===== config.mk =====
export PLATFORM = sky130hd
export DESIGN_NAME = shift_rows_pipe
export DESIGN_NICKNAME = d
export VERILOG_FILES = /design/src/rtl/shift_rows_pipe.sv
export SDC_FILE = /design/constraint.sdc
export NUM_CORES = 1
export LEC_CHECK = 0
export BUFFER_PORTS_ARGS = -buffer_cell sky130_fd_sc_hd__buf_2
export CORE_ASPECT_RATIO = 0.6
export CORE_MARGIN = 5
export CORE_UTILIZATION = 40
export DETAILED_ROUTE_END_ITERATION = 8
export SYNTH_ARGS = -nofsm -noshare
export SYNTH_HDL_FRONTEND = slang
export SYNTH_SLANG_ARGS = --single-unit
export TNS_END_PERCENT = 10

===== constraint.sdc =====
create_clock -name clk -period 2 [get_ports clk]
set_input_delay 0.1 -clock clk [delete_from_list [all_inputs] [get_ports clk]]
set_output_delay 0.1 -clock clk [all_outputs]
set_load 0.05 [all_outputs]

===== src/rtl/shift_rows_pipe.sv =====
// Two-stage pipelined Rijndael ShiftRows / InvShiftRows for 4, 6 or 8 column states.
// Define SHIFT_ROWS_PIPE_INV_EN to honour in_inv; otherwise every state is forward-shifted.
module shift_rows_pipe #(
  parameter int NB    = 4,
  parameter int W     = 32 * NB,
  parameter int TAG_W = 4
) (
  input  logic             clk,
  input  logic             rst_n,
  input  logic             flush,
  input  logic             in_valid,
  output logic             in_ready,
  input  logic             in_inv,
  input  logic [TAG_W-1:0] in_tag,
  input  logic [W-1:0]     in_state,
  output logic             out_valid,
  input  logic             out_ready,
  output logic [TAG_W-1:0] out_tag,
  output logic [W-1:0]     out_state
);

  // Handshake: a transfer happens on a rising edge where valid && ready are both high;
  // a presented output (state + tag) holds until out_ready; in_ready is low during flush.

  generate
    if (!(NB == 4 || NB == 6 || NB == 8)) begin : g_bad_nb
      $error("shift_rows_pipe: NB must be 4, 6 or 8");
    end
    if (W != 32 * NB) begin : g_bad_w
      $error("shift_rows_pipe: W is derived from NB and must not be overridden");
    end
    if (TAG_W < 1 || TAG_W > 16) begin : g_bad_tag
      $error("shift_rows_pipe: TAG_W must be in 1..16");
    end
  endgenerate

  // Wide blocks move rows 2 and 3 one column further than narrow ones.
  function automatic int row_offset(input int r);
    return (NB == 8 && r >= 2) ? r + 1 : r;
  endfunction

  logic             s1_v;
  logic [W-1:0]     s1_state;
  logic [TAG_W-1:0] s1_tag;
  logic             s2_v;
  logic [W-1:0]     s2_state;
  logic [TAG_W-1:0] s2_tag;

  logic             adv1;
  logic             adv2;
  logic [W-1:0]     fwd_state;
  logic [W-1:0]     shifted;

  assign adv2     = !s2_v || out_ready;
  assign adv1     = !s1_v || adv2;
  assign in_ready = adv1 && !flush;

  always_comb begin
    fwd_state = '0;
    for (int r = 0; r < 4; r++) begin
      for (int c = 0; c < NB; c++) begin
        fwd_state[W-1-8*(r+4*c) -: 8] =
          s1_state[W-1-8*(r+4*((c + row_offset(r)) % NB)) -: 8];
      end
    end
  end

`ifdef SHIFT_ROWS_PIPE_INV_EN
  logic         s1_inv;
  logic [W-1:0] inv_state;

  always_comb begin
    inv_state = '0;
    for (int r = 0; r < 4; r++) begin
      for (int c = 0; c < NB; c++) begin
        inv_state[W-1-8*(r+4*c) -: 8] =
          s1_state[W-1-8*(r+4*((c + NB - row_offset(r)) % NB)) -: 8];
      end
    end
  end

  assign shifted = s1_inv ? inv_state : fwd_state;

  always_ff @(posedge clk or negedge rst_n) begin
    if (!rst_n) begin
      s1_inv <= 1'b0;
    end else if (!flush && adv1 && in_valid) begin
      s1_inv <= in_inv;
    end
  end
`else
  logic in_inv_unused;

  assign in_inv_unused = in_inv;
  assign shifted       = fwd_state;
`endif

  always_ff @(posedge clk or negedge rst_n) begin
    if (!rst_n) begin
      s1_v     <= 1'b0;
      s1_state <= '0;
      s1_tag   <= '0;
      s2_v     <= 1'b0;
      s2_state <= '0;
      s2_tag   <= '0;
    end else if (flush) begin
      s1_v <= 1'b0;
      s2_v <= 1'b0;
    end else begin
      if (adv2) begin
        s2_v <= s1_v;
        if (s1_v) begin
          s2_state <= shifted;
          s2_tag   <= s1_tag;
        end
      end
      if (adv1) begin
        s1_v <= in_valid;
        if (in_valid) begin
          s1_state <= in_state;
          s1_tag   <= in_tag;
        end
      end
    end
  end

  assign out_valid = s2_v;
  assign out_state = s2_state;
  assign out_tag   = s2_tag;

endmodule


# After elaboration in Yosys (flattened, before gate mapping)

Cells that the tools add are included.

Register bits: 266
Logic and storage cells: 21
Input bits: 138

Reductions and logical operators: 10
Bitwise operators: 1
Multiplexer cells: 4

Operator list:

| operator            | number |
|---|---|
| $reduce_and A3 Y1   | 2 |
| $mux W1             | 4 |
| $reduce_bool A2 Y1  | 2 |
| $logic_not A1 Y1    | 3 |
| $logic_or A1 B1 Y1  | 2 |
| $logic_and A1 B1 Y1 | 1 |
| $not A1 Y1          | 1 |

# Longest topological paths before layout

Gate-level depths: netlist of run 1.

Depth in word-level cells: 5
Mapped depth: 5
Gate-level depth less buffers: 3

# Worst setup path after synthesis of run 1

Ideal clock, no wire load.

Path type: reg-to-reg
Start: register s2_v, in the netlist out_valid
End: register s1_state[100]
Data arrival time: 1.777 ns
Library setup time: 0.127 ns
Cell stages (with the launch flop): 6
Path slack: 0.096 ns
Cells stage by stage: dfrtp_1 -> and3b_1 -> nor3b_2 -> buf_4 -> buf_6 -> mux2_1

Longest elaborated chain between the ends: 4

Ends and longest elaborated chain:

| element                            | RTL line | text |
|---|---|---|
| start: declaration                 | 45       | `logic s2_v;` |
| start signal: assignment           | 111      | `s2_v <= s1_v;` |
| $logic_not A1 Y1                   | 54       | `assign adv2 = !s2_v \|\| out_ready;` |
| $logic_or A1 B1 Y1                 | 54       |  |
| $logic_or A1 B1 Y1                 | 55       | `assign adv1 = !s1_v \|\| adv2;` |
| $reduce_and A3 Y1 (no source line) | -        |  |
| end signal: assignment             | 120      | `s1_state <= in_state;` |
| end: declaration                   | 43       | `logic [W-1:0] s1_state;` |

No other way between the ends.
A chain may end at the register's enable or synchronous reset.

# Final worst setup path of run 1

Start: register s1_v
End: register s1_state[126]

Longest elaborated chain between the ends: 3

Ends and longest elaborated chain:

| element                            | RTL line | text |
|---|---|---|
| start: declaration                 | 42       | `logic s1_v;` |
| start signal: assignment           | 118      | `s1_v <= in_valid;` |
| $logic_not A1 Y1                   | 55       |  |
| $logic_or A1 B1 Y1                 | 55       |  |
| $reduce_and A3 Y1 (no source line) | -        |  |

No other way between the ends.

==> metrics.cfg, run 1 <==
[status]
status = complete, no violations

[routing]
drt_pre_antenna_iters = 4
drt-total-wl_microns = 22800
routed_via_density = 4.65
drtAntennaViolNets = 0
drc = 0
num_vias = 6184
wl_per_cell_microns = 17.1
drt_iter0_drc = 240

[logic_synthesis]
synth_area_per_cell_sq_um = 17.4
ys_types = 13
synthCells = 567
seq_area_frac_synth = 0.674
ys_warn_count = 0
synth_area_sq_um = 9880
ys_ff_latch = 266
syn-num-nets = 705

[global_routing]
grt_pass1_wl_microns = 37200
grtUsageTotal = 0.162
grt_pass1_vias = 6942
grt_max_degree = 76
overflow = 0
antenna_found_initial = 2

[timing]
fin_setup_tns_ps = 0
tightestPinTransition_ps = 612
skew_ps = 21.4
hold_ws_ps = 33.7
setup_violations = 0
maxSlewHeadroom = 0.592
clock.fmax_ghz = 0.534
layout_min_cycle_time_ps = 1870
timing.final.crit_share = 0.937
slew_viol_final = 0
hold_viol = 0
rsz0062_at_grt = false

[cells_and_area]
synthToLayoutAreaGrowth_pct = 40.8
n_fill_cell = 1911
seq_area_sq_um = 6660
layout_common_cells = buf_2, dfrtp_1, mux2_2
final_common_cell = buf_2
drive_above_1_share = 0.509
multi_input_area_sq_um = 3030
fin_nets = 1127

[floorplanning]
initial_utilization = 0.408
coreArea_sq_um = 24200
die_h_microns = 132
io_pins = 272
dieArea_sq_um = 28000
rows = 44
die-width_microns = 213

[clock_tree]
clk_pin_slew_ps = 60
cts_made_buffers = 26
clock_path_buffers = 3
insertion_delay_ps = 530
cts_tree = yes
htreeDepth = 1
root_buffer = clkbuf_16
post_cts_resized = 0
clock-sinks = 266

[worst_setup_path]
cp.required_ps = 2410
arrival_ps = 2280
end_kind = register
crit_slowest_cell = dfrtp_1
cp_cell_sequence = and3b_1 -> nor3b_4 -> buf_4 -> buf_12 -> mux2_2
worst-setup-path-type = reg -> reg
slowest_delay_ps = 390
cp-start-kind = register
crit_path_max_fanout = 30

[place]
port_buffers = 270
dp_hpwl_microns = 15600
globalplace.congestion = 0.796

[job]
maxCapViolations = 0

[pwr]
powerDensity_nw_per_um2 = 1290
total_leakage_power_nw = 6.48
peakVddDrop_v = 0.000958

[min_path]
hold_path_class = in -> reg

==> synthesized netlist by cell type, drive strengths merged <==
library cell / number / area share
a21oi: 1 / 0.00051
nor2: 3 / 0.0011
and3b: 1 / 0.00089
nor3b: 1 / 0.0013
inv: 1 / 0.00038
buf: 28 / 0.020
nand2b: 1 / 0.00063
dfrtp: 266 / 0.67
mux2: 264 / 0.30
nand3b: 1 / 0.00076
==> cell families (layout without fill, tap and decap cells) <==
group                  Yosys count  count (layout)  share of synthesized area
and+or+nand+nor                  7               7                    0.00469
buffers and inverters           29             468                     0.0199
AOI/OAI and AO/OA                1               1                   0.000506
DFF                            266             266                      0.674
muxes                          264             264                      0.301
other                            0               2                          0
==> final cells by class <==
class / instances / share of cell area
Antenna cell: 2 / 0.000360
Clock buffer: 38 / 0.0558
Clock inverter: 7 / 0.00540
Inverter: 1 / 0.000270
Multi-Input combinational cell: 272 / 0.218
Sequential cell: 266 / 0.479
Tap cell: 322 / 0.0290
Timing Repair Buffer: 422 / 0.213
==> per-stage QoR <==
stage / instance area [sq um] / power, W / worst slack (ps) / std cells / util
floorplan: 9880 / 0.0113 / 95.6 / 567 / -
global placement: 11700 / 0.0128 / 178 / 1147 / 0.482
detailed placement: 11700 / 0.0130 / 124 / 1147 / 0.482
CTS: 13900 / 0.0181 / 102 / 1328 / 0.574
global route: 13900 / 0.0187 / 26.5 / 1330 / 0.574
finish: 13900 / 0.0179 / 127 / 1330 / 0.574
==> power by group <==
group	switching, W	internal, W	total, W
Clock	0.00199	0.00281	0.00480
Sequential	0.000612	0.00662	0.00724
Combinational	0.00406	0.00177	0.00583
Total	0.00666	0.0112	0.0179
==> layer usage <==
layer,global-route usage,part of all wire,up-vias
met4,0.0377,0.023,0
met2,0.258,0.46,187
li1,-,-,2852
met3,0.0574,0.084,41
met5,0,0,-
met1,0.215,0.43,3104
==> state kept, by name, summed over array words and instances, names as in the netlist <==
name,flops
out_valid,1
s1_state,128
out_state,128
s1_v,1
out_tag,4
s1_tag,4
==> final timing paths <==
check	slack [ps]	cells past startpoint	start	end
max	130	5	s1_v	s1_state[126]
min	30	4	out_ready	s1_v
max reg2reg	130	5	s1_v	s1_state[126]
min reg2reg	480	1	s1_state[93]	s1_state[93]
max in group asynchronous	1070	3	rst_n	out_state[111]
min in group asynchronous	140	2	rst_n	s1_state[116]
==> worst max-delay path: cells and delay by family, from the launching register on <==
family                 cells  cell delay (ps)
AND/OR/NAND/NOR            2              480
flip-flops                 1              390
multiplexers               1              360
buffers and inverters      2              490
==> timing repair <==
item	in CTS	in global routing
buffers inserted	0	0
hold buffers	136	0
hold endpoints to repair	202	0
No activity file was read; power rests on OpenSTA's default activity.
==> run 2, diff against run 1 <==
--- a/config.mk
+++ b/config.mk
@@ -10,6 +10,7 @@
 export CORE_MARGIN = 5
 export CORE_UTILIZATION = 40
 export DETAILED_ROUTE_END_ITERATION = 8
+export PLACE_DENSITY = 0.64
 export SYNTH_ARGS = -nofsm -noshare
 export SYNTH_HDL_FRONTEND = slang
 export SYNTH_SLANG_ARGS = --single-unit
==> metrics.cfg, run 2 (synthesis gave the netlist of run 1 again) <==
[cells_and_area]
layout_common_cells = buf_2, dfrtp_1, mux2_2
drive_above_1_share = 0.514
fin_nets = 1135
final_common_cell = buf_2
synthToLayoutAreaGrowth_pct = 41.3
diodes = 0
final_util = 0.576

[worst_setup_path]
slowest_delay_ps = 390
cp.required_ps = 2400
crit_slowest_cell = dfrtp_1
cp_num_buf_inv = 2
crit_family = simple AND/OR/NAND/NOR gates
crit_path_max_fanout = 22
cp_cell_sequence = and3b_1 -> nor3b_4 -> buf_4 -> buf_12 -> mux2_1
end_kind = register
cp-start-kind = register
worst-setup-path-type = reg -> reg
arrival_ps = 2180

[timing]
timing.final.crit_share = 0.890
layout_min_cycle_time_ps = 1780
fin_setup_tns_ps = 0
hold_ws_ps = 157
skew_ps = 8.80
hold_viol = 0
clock.fmax_ghz = 0.562
setup_violations = 0
tightestPinTransition_ps = 669
maxSlewHeadroom = 0.554
rsz0062_at_grt = false
slew_viol_final = 0

[clock_tree]
insertion_delay_ps = 530
clock_path_buffers = 3
cts_tree = yes
clk_pin_slew_ps = 60
post_cts_resized = 0
clock-sinks = 266
htreeDepth = 1
cts_made_buffers = 26
root_buffer = clkbuf_16

[place]
dp_hpwl_microns = 15100
globalplace.congestion = 0.727
port_buffers = 270

[floorplanning]
rows = 44
die_h_microns = 132
die-width_microns = 213
coreArea_sq_um = 24200
dieArea_sq_um = 28000
io_pins = 272
initial_utilization = 0.408

[routing]
drt_iter0_drc = 179
drc = 0
drt-total-wl_microns = 22700
num_vias = 6134
drt_pre_antenna_iters = 3
routed_via_density = 4.59
drtAntennaViolNets = 0
wl_per_cell_microns = 17.0

[pwr]
total_leakage_power_nw = 6.52
powerDensity_nw_per_um2 = 1280
peakVddDrop_v = 0.000722

[job]
maxCapViolations = 0

[global_routing]
overflow = 0
grt_pass1_vias = 6837
grt_max_degree = 83
grt_pass1_wl_microns = 36900
antenna_found_initial = 0
grtUsageTotal = 0.160

[min_path]
hold_path_class = in -> async

[status]
status = complete, no violations

[run 2: changes by cell type in the layout (fill, tap and decap cells not counted)]
cell	before	now
clkbuf_8	8	5
clkinv_2	4	8
clkbuf_1	4	2
inv_6	1	0
clkbuf_16	26	27
diode_2	2	0
clkinv_8	1	0
buf_4	7	15
bufinv_16	1	2
[run 2: power breakdown]
part / switching, W / total (W) / internal [W] / leakage (nW)
clock: 0.00199 / 0.00487 / 0.00288 / 0.431
combinational: 0.00406 / 0.00584 / 0.00178 / 2.94
sequential: 0.000599 / 0.00722 / 0.00662 / 3.15
total: 0.00665 / 0.0179 / 0.0113 / 6.52
[run 2: worst paths after layout]
kind                               from            end  slack [ps]  depth (start not counted)
max reg2reg                        s1_v   s1_state[84]         220                          5
min in group clk               in_valid   s1_state[62]         290                          4
min                               rst_n  out_state[25]         160                          2
min reg2reg                s1_state[63]   s1_state[63]         480                          1
max in group asynchronous         rst_n  out_state[11]        1090                          3
max                                s1_v   s1_state[84]         220                          5
[run 2: metal layers]
layer / vias to the layer above / global-route usage / share of wire
met5: - / 0 / 0
met4: 0 / 0.0316 / 0.017
met3: 32 / 0.0600 / 0.089
met2: 165 / 0.248 / 0.45
met1: 3075 / 0.219 / 0.45
li1: 2862 / - / -
[run 2: layout make-up]
class / count / area [sq um]
well taps: 322 / 403
inverters: 1 / 3.75
clock inverters: 10 / 100
repair buffers: 430 / 3020
clock buffers: 34 / 752
multi-input cells: 272 / 3030
flip-flops and latches: 266 / 6660
fillers: 1901 / 10300
[run 2: worst reg2reg max path, stage by stage, from the launching register on]
cell and delay [ps]:
dfrtp_1 390, and3b_1 230, nor3b_4 300, buf_4 210
buf_12 180, mux2_1 360
[run 2: metrics by stage]
| stage | setup slack, ps | total power, W | cells | cell area, sq um |
|---|---|---|---|---|
| after floorplan | 95.6 | 0.0113 | 567 | 9880 |
| after global placement | 232 | 0.0129 | 1155 | 11700 |
| after detailed placement | 222 | 0.0130 | 1155 | 11700 |
| after CTS | 198 | 0.0181 | 1335 | 14000 |
| after global routing | 151 | 0.0188 | 1335 | 14000 |
| final | 221 | 0.0179 | 1335 | 14000 |
[run 2: timing repair]
action / 4_1_cts / 5_1_grt
hold buffers: 136 / 0
hold endpoints to repair: 203 / 0
buffers inserted: 0 / 0
